===== src/rtl/usb_pkg.sv =====
// Shared PID codes, sequencer state encoding and PID helpers for the USB
// bus-ownership sequencer.
package usb_pkg;

  localparam logic [3:0] PID_OUT   = 4'b0001;
  localparam logic [3:0] PID_IN    = 4'b1001;
  localparam logic [3:0] PID_SETUP = 4'b1101;
  localparam logic [3:0] PID_DATA0 = 4'b0011;
  localparam logic [3:0] PID_DATA1 = 4'b1011;
  localparam logic [3:0] PID_ACK   = 4'b0010;
  localparam logic [3:0] PID_NAK   = 4'b1010;

  typedef enum logic [1:0] {
    IDLE,
    TURN,
    TX,
    WAIT_HS
  } seq_state_e;

  function automatic logic is_data_pid(input logic [3:0] pid);
    return (pid == PID_DATA0) || (pid == PID_DATA1);
  endfunction

endpackage


===== src/rtl/usb_timer.sv =====
// Saturating up-counter with synchronous clear and a terminal-count flag
// against a runtime limit; shared by turnaround and handshake timing.
module usb_timer #(
  parameter int CNT_W = 8
) (
  input  logic             clk,
  input  logic             n_rst,
  input  logic             clr,
  input  logic             en,
  input  logic [CNT_W-1:0] limit,
  output logic             tc
);

  logic [CNT_W-1:0] count_q;
  logic [CNT_W-1:0] count_d;

  assign tc = (count_q == limit);

  // Holds at the limit rather than wrapping.
  always_comb begin
    count_d = count_q;
    if (clr) begin
      count_d = '0;
    end else if (en && !tc) begin
      count_d = count_q + 1'b1;
    end
  end

  always_ff @(posedge clk or negedge n_rst) begin
    if (!n_rst) begin
      count_q <= '0;
    end else begin
      count_q <= count_d;
    end
  end

endmodule


===== src/rtl/usb_bus_sequencer.sv =====
// Half-duplex bus-ownership sequencer: decides the response to received
// packets, times the turnaround and handshake wait, and tracks DATA toggle.
module usb_bus_sequencer
  import usb_pkg::*;
#(
  parameter int TURN_CYCLES    = 16,
  parameter int TIMEOUT_CYCLES = 144,
  parameter int CNT_W          = 8
) (
  input  logic       clk,
  input  logic       n_rst,
  input  logic       rx_active,
  input  logic       rx_eop,
  input  logic       rx_error,
  input  logic [3:0] rx_pid,
  input  logic       tx_data_ready,
  input  logic       tx_done,
  output logic [3:0] Encode_Instruction,
  output logic       tx_start,
  output logic       USBOE,
  output logic       data_toggle,
  output logic       timeout,
  output logic       busy
);

  localparam logic [CNT_W-1:0] TURN_LIM    = CNT_W'(TURN_CYCLES - 1);
  localparam logic [CNT_W-1:0] TIMEOUT_LIM = CNT_W'(TIMEOUT_CYCLES - 1);

  seq_state_e       state_q, state_d;
  logic [3:0]       resp_q, resp_d;
  logic [3:0]       enc_q, enc_d;
  logic             tx_start_q, tx_start_d;
  logic             usboe_q, usboe_d;
  logic             toggle_q, toggle_d;
  logic             timeout_q, timeout_d;
  logic             busy_q, busy_d;
  logic             rx_active_q;
  logic             timer_clr;
  logic             timer_en;
  logic [CNT_W-1:0] timer_limit;
  logic             timer_tc;

  usb_timer #(.CNT_W(CNT_W)) u_timer (
    .clk   (clk),
    .n_rst (n_rst),
    .clr   (timer_clr),
    .en    (timer_en),
    .limit (timer_limit),
    .tc    (timer_tc)
  );

  always_comb begin
    state_d     = state_q;
    resp_d      = resp_q;
    enc_d       = enc_q;
    tx_start_d  = 1'b0;
    usboe_d     = usboe_q;
    toggle_d    = toggle_q;
    timeout_d   = 1'b0;
    timer_clr   = 1'b0;
    timer_en    = 1'b0;
    timer_limit = TURN_LIM;
    case (state_q)
      IDLE: begin
        timer_clr = 1'b1;
        if (rx_eop && !rx_error) begin
          if (rx_pid == PID_IN) begin
            resp_d  = tx_data_ready ? (toggle_q ? PID_DATA1 : PID_DATA0) : PID_NAK;
            state_d = TURN;
          end else if (is_data_pid(rx_pid)) begin
            resp_d  = PID_ACK;
            state_d = TURN;
          end else if (rx_pid == PID_SETUP) begin
            toggle_d = 1'b1;
          end
        end
      end
      TURN: begin
        timer_en = 1'b1;
        // Host started a new packet before we took the bus: back off.
        if (rx_active && !rx_active_q) begin
          state_d = IDLE;
        end else if (timer_tc) begin
          tx_start_d = 1'b1;
          usboe_d    = 1'b1;
          enc_d      = resp_q;
          state_d    = TX;
        end
      end
      TX: begin
        timer_clr = 1'b1;
        if (tx_done) begin
          usboe_d = 1'b0;
          state_d = is_data_pid(resp_q) ? WAIT_HS : IDLE;
        end
      end
      WAIT_HS: begin
        timer_en    = !rx_active;
        timer_limit = TIMEOUT_LIM;
        // A packet ending on the terminal cycle takes priority over timeout.
        if (rx_eop) begin
          if (!rx_error && rx_pid == PID_ACK) begin
            toggle_d = ~toggle_q;
          end
          state_d = IDLE;
        end else if (timer_tc) begin
          timeout_d = 1'b1;
          state_d   = IDLE;
        end
      end
      default: state_d = IDLE;
    endcase
    busy_d = (state_d != IDLE);
  end

  always_ff @(posedge clk or negedge n_rst) begin
    if (!n_rst) begin
      state_q     <= IDLE;
      resp_q      <= 4'b0000;
      enc_q       <= 4'b0000;
      tx_start_q  <= 1'b0;
      usboe_q     <= 1'b0;
      toggle_q    <= 1'b0;
      timeout_q   <= 1'b0;
      busy_q      <= 1'b0;
      rx_active_q <= 1'b0;
    end else begin
      state_q     <= state_d;
      resp_q      <= resp_d;
      enc_q       <= enc_d;
      tx_start_q  <= tx_start_d;
      usboe_q     <= usboe_d;
      toggle_q    <= toggle_d;
      timeout_q   <= timeout_d;
      busy_q      <= busy_d;
      rx_active_q <= rx_active;
    end
  end

  assign Encode_Instruction = enc_q;
  assign tx_start           = tx_start_q;
  assign USBOE              = usboe_q;
  assign data_toggle        = toggle_q;
  assign timeout            = timeout_q;
  assign busy               = busy_q;

endmodule


===== config.mk =====
export PLATFORM = sky130hd
export DESIGN_NAME = usb_bus_sequencer
export DESIGN_NICKNAME = d
export VERILOG_FILES = /design/src/rtl/usb_pkg.sv /design/src/rtl/usb_timer.sv /design/src/rtl/usb_bus_sequencer.sv
export SDC_FILE = /design/constraint.sdc
export NUM_CORES = 1
export LEC_CHECK = 0
export BUFFER_PORTS_ARGS = -buffer_cell sky130_fd_sc_hd__buf_2
export CAP_MARGIN = 40
export CORE_ASPECT_RATIO = 1.2
export CORE_UTILIZATION = 48
export DETAILED_ROUTE_END_ITERATION = 10
export PLACE_DENSITY_LB_ADDON = 0.3
export SLEW_MARGIN = 20
export SYNTH_ARGS = -nofsm -noshare
export SYNTH_HDL_FRONTEND = slang
export SYNTH_SLANG_ARGS = --single-unit

===== constraint.sdc =====
create_clock -name clk -period 1.8 [get_ports clk]
set_input_delay 0 -clock clk [delete_from_list [all_inputs] [get_ports clk]]
set_output_delay 0 -clock clk [all_outputs]
set_load 0.02 [all_outputs]

### After elaboration in Yosys (flattened, before gate mapping)

Index checks and enable logic that the tools add are counted.
W data, S select, Z words.

| word-level totals | value |
|---|---|
| register bits | 24 |
| output and inout port bits | 9 |
| logic and storage cells | 89 |

| cells by class | value |
|---|---|
| add/sub/neg operators | 1 |
| equality and inequality tests | 20 |
| mux-type cells | 35 |
| bitwise logic cells | 2 |
| reduce and logical (&&, ||, !) cells | 21 |

Operator list:

| operator | number |
|---|---|
| $mux W8 | 3 |
| $mux W2 | 9 |
| $eq A4 B4 Y1 const B | 4 |
| $mux W4 | 4 |
| $ne A2 B2 Y1 const B | 8 |
| $mux W1 | 15 |
| $eq A4 B2 Y1 const B | 3 |
| $reduce_bool A2 Y1 | 5 |
| $add A8 B1 Y8 const B | 1 |
| $eq A8 B8 Y1 | 1 |
| $pmux W2 S4 | 1 |
| $reduce_and A7 Y1 | 1 |
| $pmux W1 S2 | 3 |
| $reduce_and A3 Y1 | 2 |
| $eq A2 B2 Y1 const B | 2 |
| $logic_and A1 B1 Y1 | 4 |
| $logic_not A1 Y1 | 4 |
| $reduce_and A4 Y1 | 1 |
| $eq A2 B1 Y1 const B | 1 |
| $logic_not A2 Y1 | 1 |
| $logic_or A1 B1 Y1 | 2 |
| $ne A2 B1 Y1 const B | 1 |
| $not A1 Y1 | 2 |
| $reduce_or A2 Y1 | 1 |

### Logic depth before layout (Yosys ltp)

| logic depth | value |
|---|---|
| depth in word-level cells | 7 |
| depth in mapped cells | 6 |
| depth with buffers taken out | 5 |

### Cells and area by module

From an unflattened synthesis, not the netlist that was laid out.

| unflattened totals | value |
|---|---|
| cells, all modules | 116 |
| area, all modules | 1222.4 µm² |

By module, submodules not included:

| module | times used | cells each | area each (µm²) | seq. area each (µm²) |
|---|---|---|---|---|
| usb_bus_sequencer | 1 | 61 | 674.4 | 350.3 |
| usb_timer | 1 | 55 | 548.0 | 200.2 |

### Worst setup path after synthesis

Ideal clock, no wire load.

| path | value |
|---|---|
| kind | reg-to-reg |
| from | register u_timer.count_q[0] |
| to | register busy_q, in the netlist busy |
| library setup time | 0.139 ns |
| data arrival time | 1.786 ns |
| setup slack | -0.125 ns |
| cell stages (with the launch flop) | 7 |
| path buffers | 1 |
| period minus slack after synthesis | 1.925 ns |
| cells stage by stage | dfrtp_1 ha_1 and3_1 o211a_4 and4b_4 buf_6 or4_4 |

| between the ends | value |
|---|---|
| longest elaborated chain between the ends | 5 |

Ends and longest elaborated chain:

| element | line | source |
|---|---|---|
| start, declared | usb_timer.sv:14 | `logic [CNT_W-1:0] count_q;` |
| start signal, assigned | usb_timer.sv:33 | `count_q <= count_d;` |
| $eq A8 B8 Y1 * | usb_timer.sv:17 | `assign tc = (count_q == limit);` |
| $mux W2 (on tied branches) | usb_bus_sequencer.sv:106, usb_bus_sequencer.sv:83 |  |
| $mux W2 (on tied branches) | usb_bus_sequencer.sv:101, usb_bus_sequencer.sv:81 |  |
| $pmux W2 S4 * | usb_bus_sequencer.sv:63 | `case (state_q)` |
| $reduce_bool A2 Y1 * | usb_bus_sequencer.sv:113 | `busy_d = (state_d != IDLE);` |
| net busy_d | usb_bus_sequencer.sv:36 | `logic busy_q, busy_d;` |
| end signal, assigned | usb_bus_sequencer.sv:135 | `busy_q <= busy_d;` |
| end, declared | usb_bus_sequencer.sv:36 |  |

Mark *: on every way through the listed nets, which the timed path passes. The rest lies on a longest branch.
A chain may end at the register's enable or synchronous reset.

### Worst setup path in the final report

| path | value |
|---|---|
| from | register u_timer.count_q[1] |
| to | register busy_q, in the netlist busy |

Same word-level chain as after synthesis.

==> impl_metrics.yaml <==
synth:
  syn_area_um2: 1121
  synth_top_cells_by_area: "dfrtp_1, nand2_1, mux2_2"
  synth_area_leader_cell: "dfrtp_1"
  synth_top_area_frac: 0.4911
  synth-seq-cells: 22
  ys_types: 39
  ys_top_cells_by_count: "dfrtp_1, nand2_1, a21oi_1, and2_1"
  syn_nets: 118
  synth-main-ff-cell: "dfrtp_1"
  async_reset_ff_frac: 1.000
  synth-edff-count: 0
  synth_most_common_cell: "dfrtp_1"
  yosysSeqAreaShare: 0.4911
  syn-instance-count: 106
  syn_area_per_cell_um2: 10.58
  yosys_warnings: 0
clock_network:
  cts.sinks: 22
  clockBufferDepth: 2
  cts_root_buffer: "clkbuf_4"
  insertion_delay_ns: 0.32
  clk_pin_slew_ns: 0.13
  cts_tree: "built"
  numCtsBuffers: 3
  htreeDepth: 1
detailed_routing:
  routedWlPerCell_um: 14.43
  drtIter0Drc: 17
  vias: 903
  ant_nets: 0
  post-route-drc-count: 0
  vias_per_cell: 5.473
  wl_um: 2381
  detail_route.first_pass.iterations: 5
floorplan:
  die-area_um2: 2534
  ioPinCount: 20
  core_region_area_um2: 2140
  rows: 18
  die_h_um: 54.94
  fp.dieW_um: 46.12
  initial_core_util: 0.5240
grt:
  grt_pass1_vias: 902
  grt_pass1_wl_um: 4050
  grt_max_degree: 23
  grt_remaining_overflow: 0
  antenna_found_initial: 0
  track_usage: 0.2342
sta:
  setup_viol: 0
  timing.hold.ws_ns: 0.03403
  finClkSkew_ns: 0.005116
  finalHoldViolations: 0
  setup_slack_ns: 0.04127
  drv_slew: 0
  finalCriticalPeriod_ns: 1.759
  rsz0062_at_grt: "no"
  finalCritPeriodShare: 0.9771
  clock.fmax_mhz: 568.6
  tns_ns: 0
setup_path:
  critPathMaxFanout: 7
  rr_worst_depth: 5
  crit_start: "u_timer.count_q[1]"
  cp-start-kind: "flop"
  ff2ff_setup_slack_ns: 0.04
  r2r-start: "u_timer.count_q[1]"
  arrival_ns: 1.97
  end_kind: "flop"
  rr_endpoint: "busy"
  critPathKind: "reg2reg"
  cp_data_required_time_ns: 2.01
hold_path:
  hold_class: "in2reg"
  min_to: "resp_q[0]"
  worstHoldPathCells: 4
  min_from: "rx_pid[1]"
finish:
  seqCellArea_um2: 550.5
  layout.nets: 148
  drive_gt1_frac: 0.3037
  fin_cells: 165
  insertedDiodeCount: 0
  multi_input_area_um2: 529.3
  fill_cells: 166
  syn2layout_area_growth_pct: 20.87
placement:
  io_buffer_count: 18
  routabilityCongestion: 0.7928
  hpwl_um: 1676
  dpl_worst_slack_ns: 0.05632
  placedCellCount: 156
power_and_ir_drop:
  p_per_area_nw_per_um2: 692.0
  power.total_uw: 937.7
  leakage_nw: 0.6536
  vdd_ir_drop_max_v: 0.0006827
outcome:
  status: "completed"
job:
  maxCapViolations: 0
==> layout make-up <==
class | count | share of cell area
Inverter | 3 | 0.008310
Sequential cell | 22 | 0.4063
Timing Repair Buffer | 30 | 0.1404
Tap cell | 30 | 0.02770
Clock buffer | 4 | 0.02678
Multi-Input combinational cell | 76 | 0.3906
==> worst max-delay path, cell delays in order, from the launching register on <==
cell and delay (ns):
dfrtp_1 0.40, ha_2 0.19, and3_4 0.19, o211a_4 0.15, and4b_4 0.21, or4_4 0.50
==> cells in the final DEF, fill, tap and decap left out, drive strengths merged, types with 2 or more instances in the layout <==
| cell | synthesis | final |
|---|---|---|
| buf | 4 | 26 |
| dfrtp | 22 | 22 |
| nand2 | 12 | 12 |
| and2 | 5 | 5 |
| a21oi | 5 | 5 |
| nand2b | 4 | 4 |
| o21ai | 4 | 4 |
| nand4 | 4 | 4 |
| dlygate4sd3 | 0 | 4 |
| clkbuf | 1 | 4 |
| and3 | 4 | 4 |
| nor3 | 3 | 3 |
| or3 | 3 | 3 |
| mux2 | 3 | 3 |
| inv | 3 | 3 |
| nor2b | 2 | 2 |
| nand3 | 2 | 2 |
| xnor2 | 2 | 2 |
| a21boi | 2 | 2 |
| o21a | 2 | 2 |
| mux2i | 2 | 2 |
| and4b | 2 | 2 |
==> per-layer routing <==
metal	track usage	up-vias	wire, µm
met4	0.1176	0	35
met3	0.03896	4	90
li1	-	440	-
met1	0.2822	437	1050
met5	0	-	0
met2	0.3991	22	1205
==> state kept, by name, indices dropped and copies added (netlist names), 2 cells and up <==
name	flops
u_timer.count_q	8
resp_q	3
state_q	2
Encode_Instruction	3
==> cell families (layout without fill, tap and decap cells) <==
logic type               Yosys count  count (layout)  share of synthesized area
AND/OR/NAND/NOR                   47              47                     0.2545
flip-flops                        22              22                     0.4911
AO/OA/AOI/OAI                     19              19                     0.1217
buffers and inverters              8              37                    0.04687
multiplexers                       5               5                    0.04799
XOR/XNOR                           3               3                    0.02344
adder cells (fa/ha/maj)            1               1                    0.01116
other                              1               1                   0.003345
==> how the worst max path moves through the flow <==
| stage | endpoint | cells after the start |
|---|---|---|
| 6_report | busy | 5 |
| 5_1_grt | busy | 5 |
| 3_5_place_dp | busy | 5 |
| 2_1_floorplan | busy | 6 |
| 3_3_place_gp | busy | 5 |
| 4_1_cts | busy | 5 |
==> report_power, final <==
part / switching, mW / internal, mW
registers: 0.0175 / 0.516
logic: 0.0644 / 0.0536
clock network: 0.162 / 0.124
total: 0.244 / 0.694
==> repair_timing <==
action | in CTS | in global routing
gates resized for setup | 0 | 1
endpoints found under the setup margin | 0 | 3
hold buffers | 4 | 0
buffers inserted | 0 | 1
hold endpoints to repair | 25 | 0
==> metrics by stage <==
step / instance area, µm² / util
detailed placement: 1267 / 0.5924
floorplan: 1129 / -
finish: 1355 / 0.6333
global placement: 1267 / 0.5924
CTS: 1344 / 0.6281
global route: 1355 / 0.6333
Power figures use the tool's default switching activity.
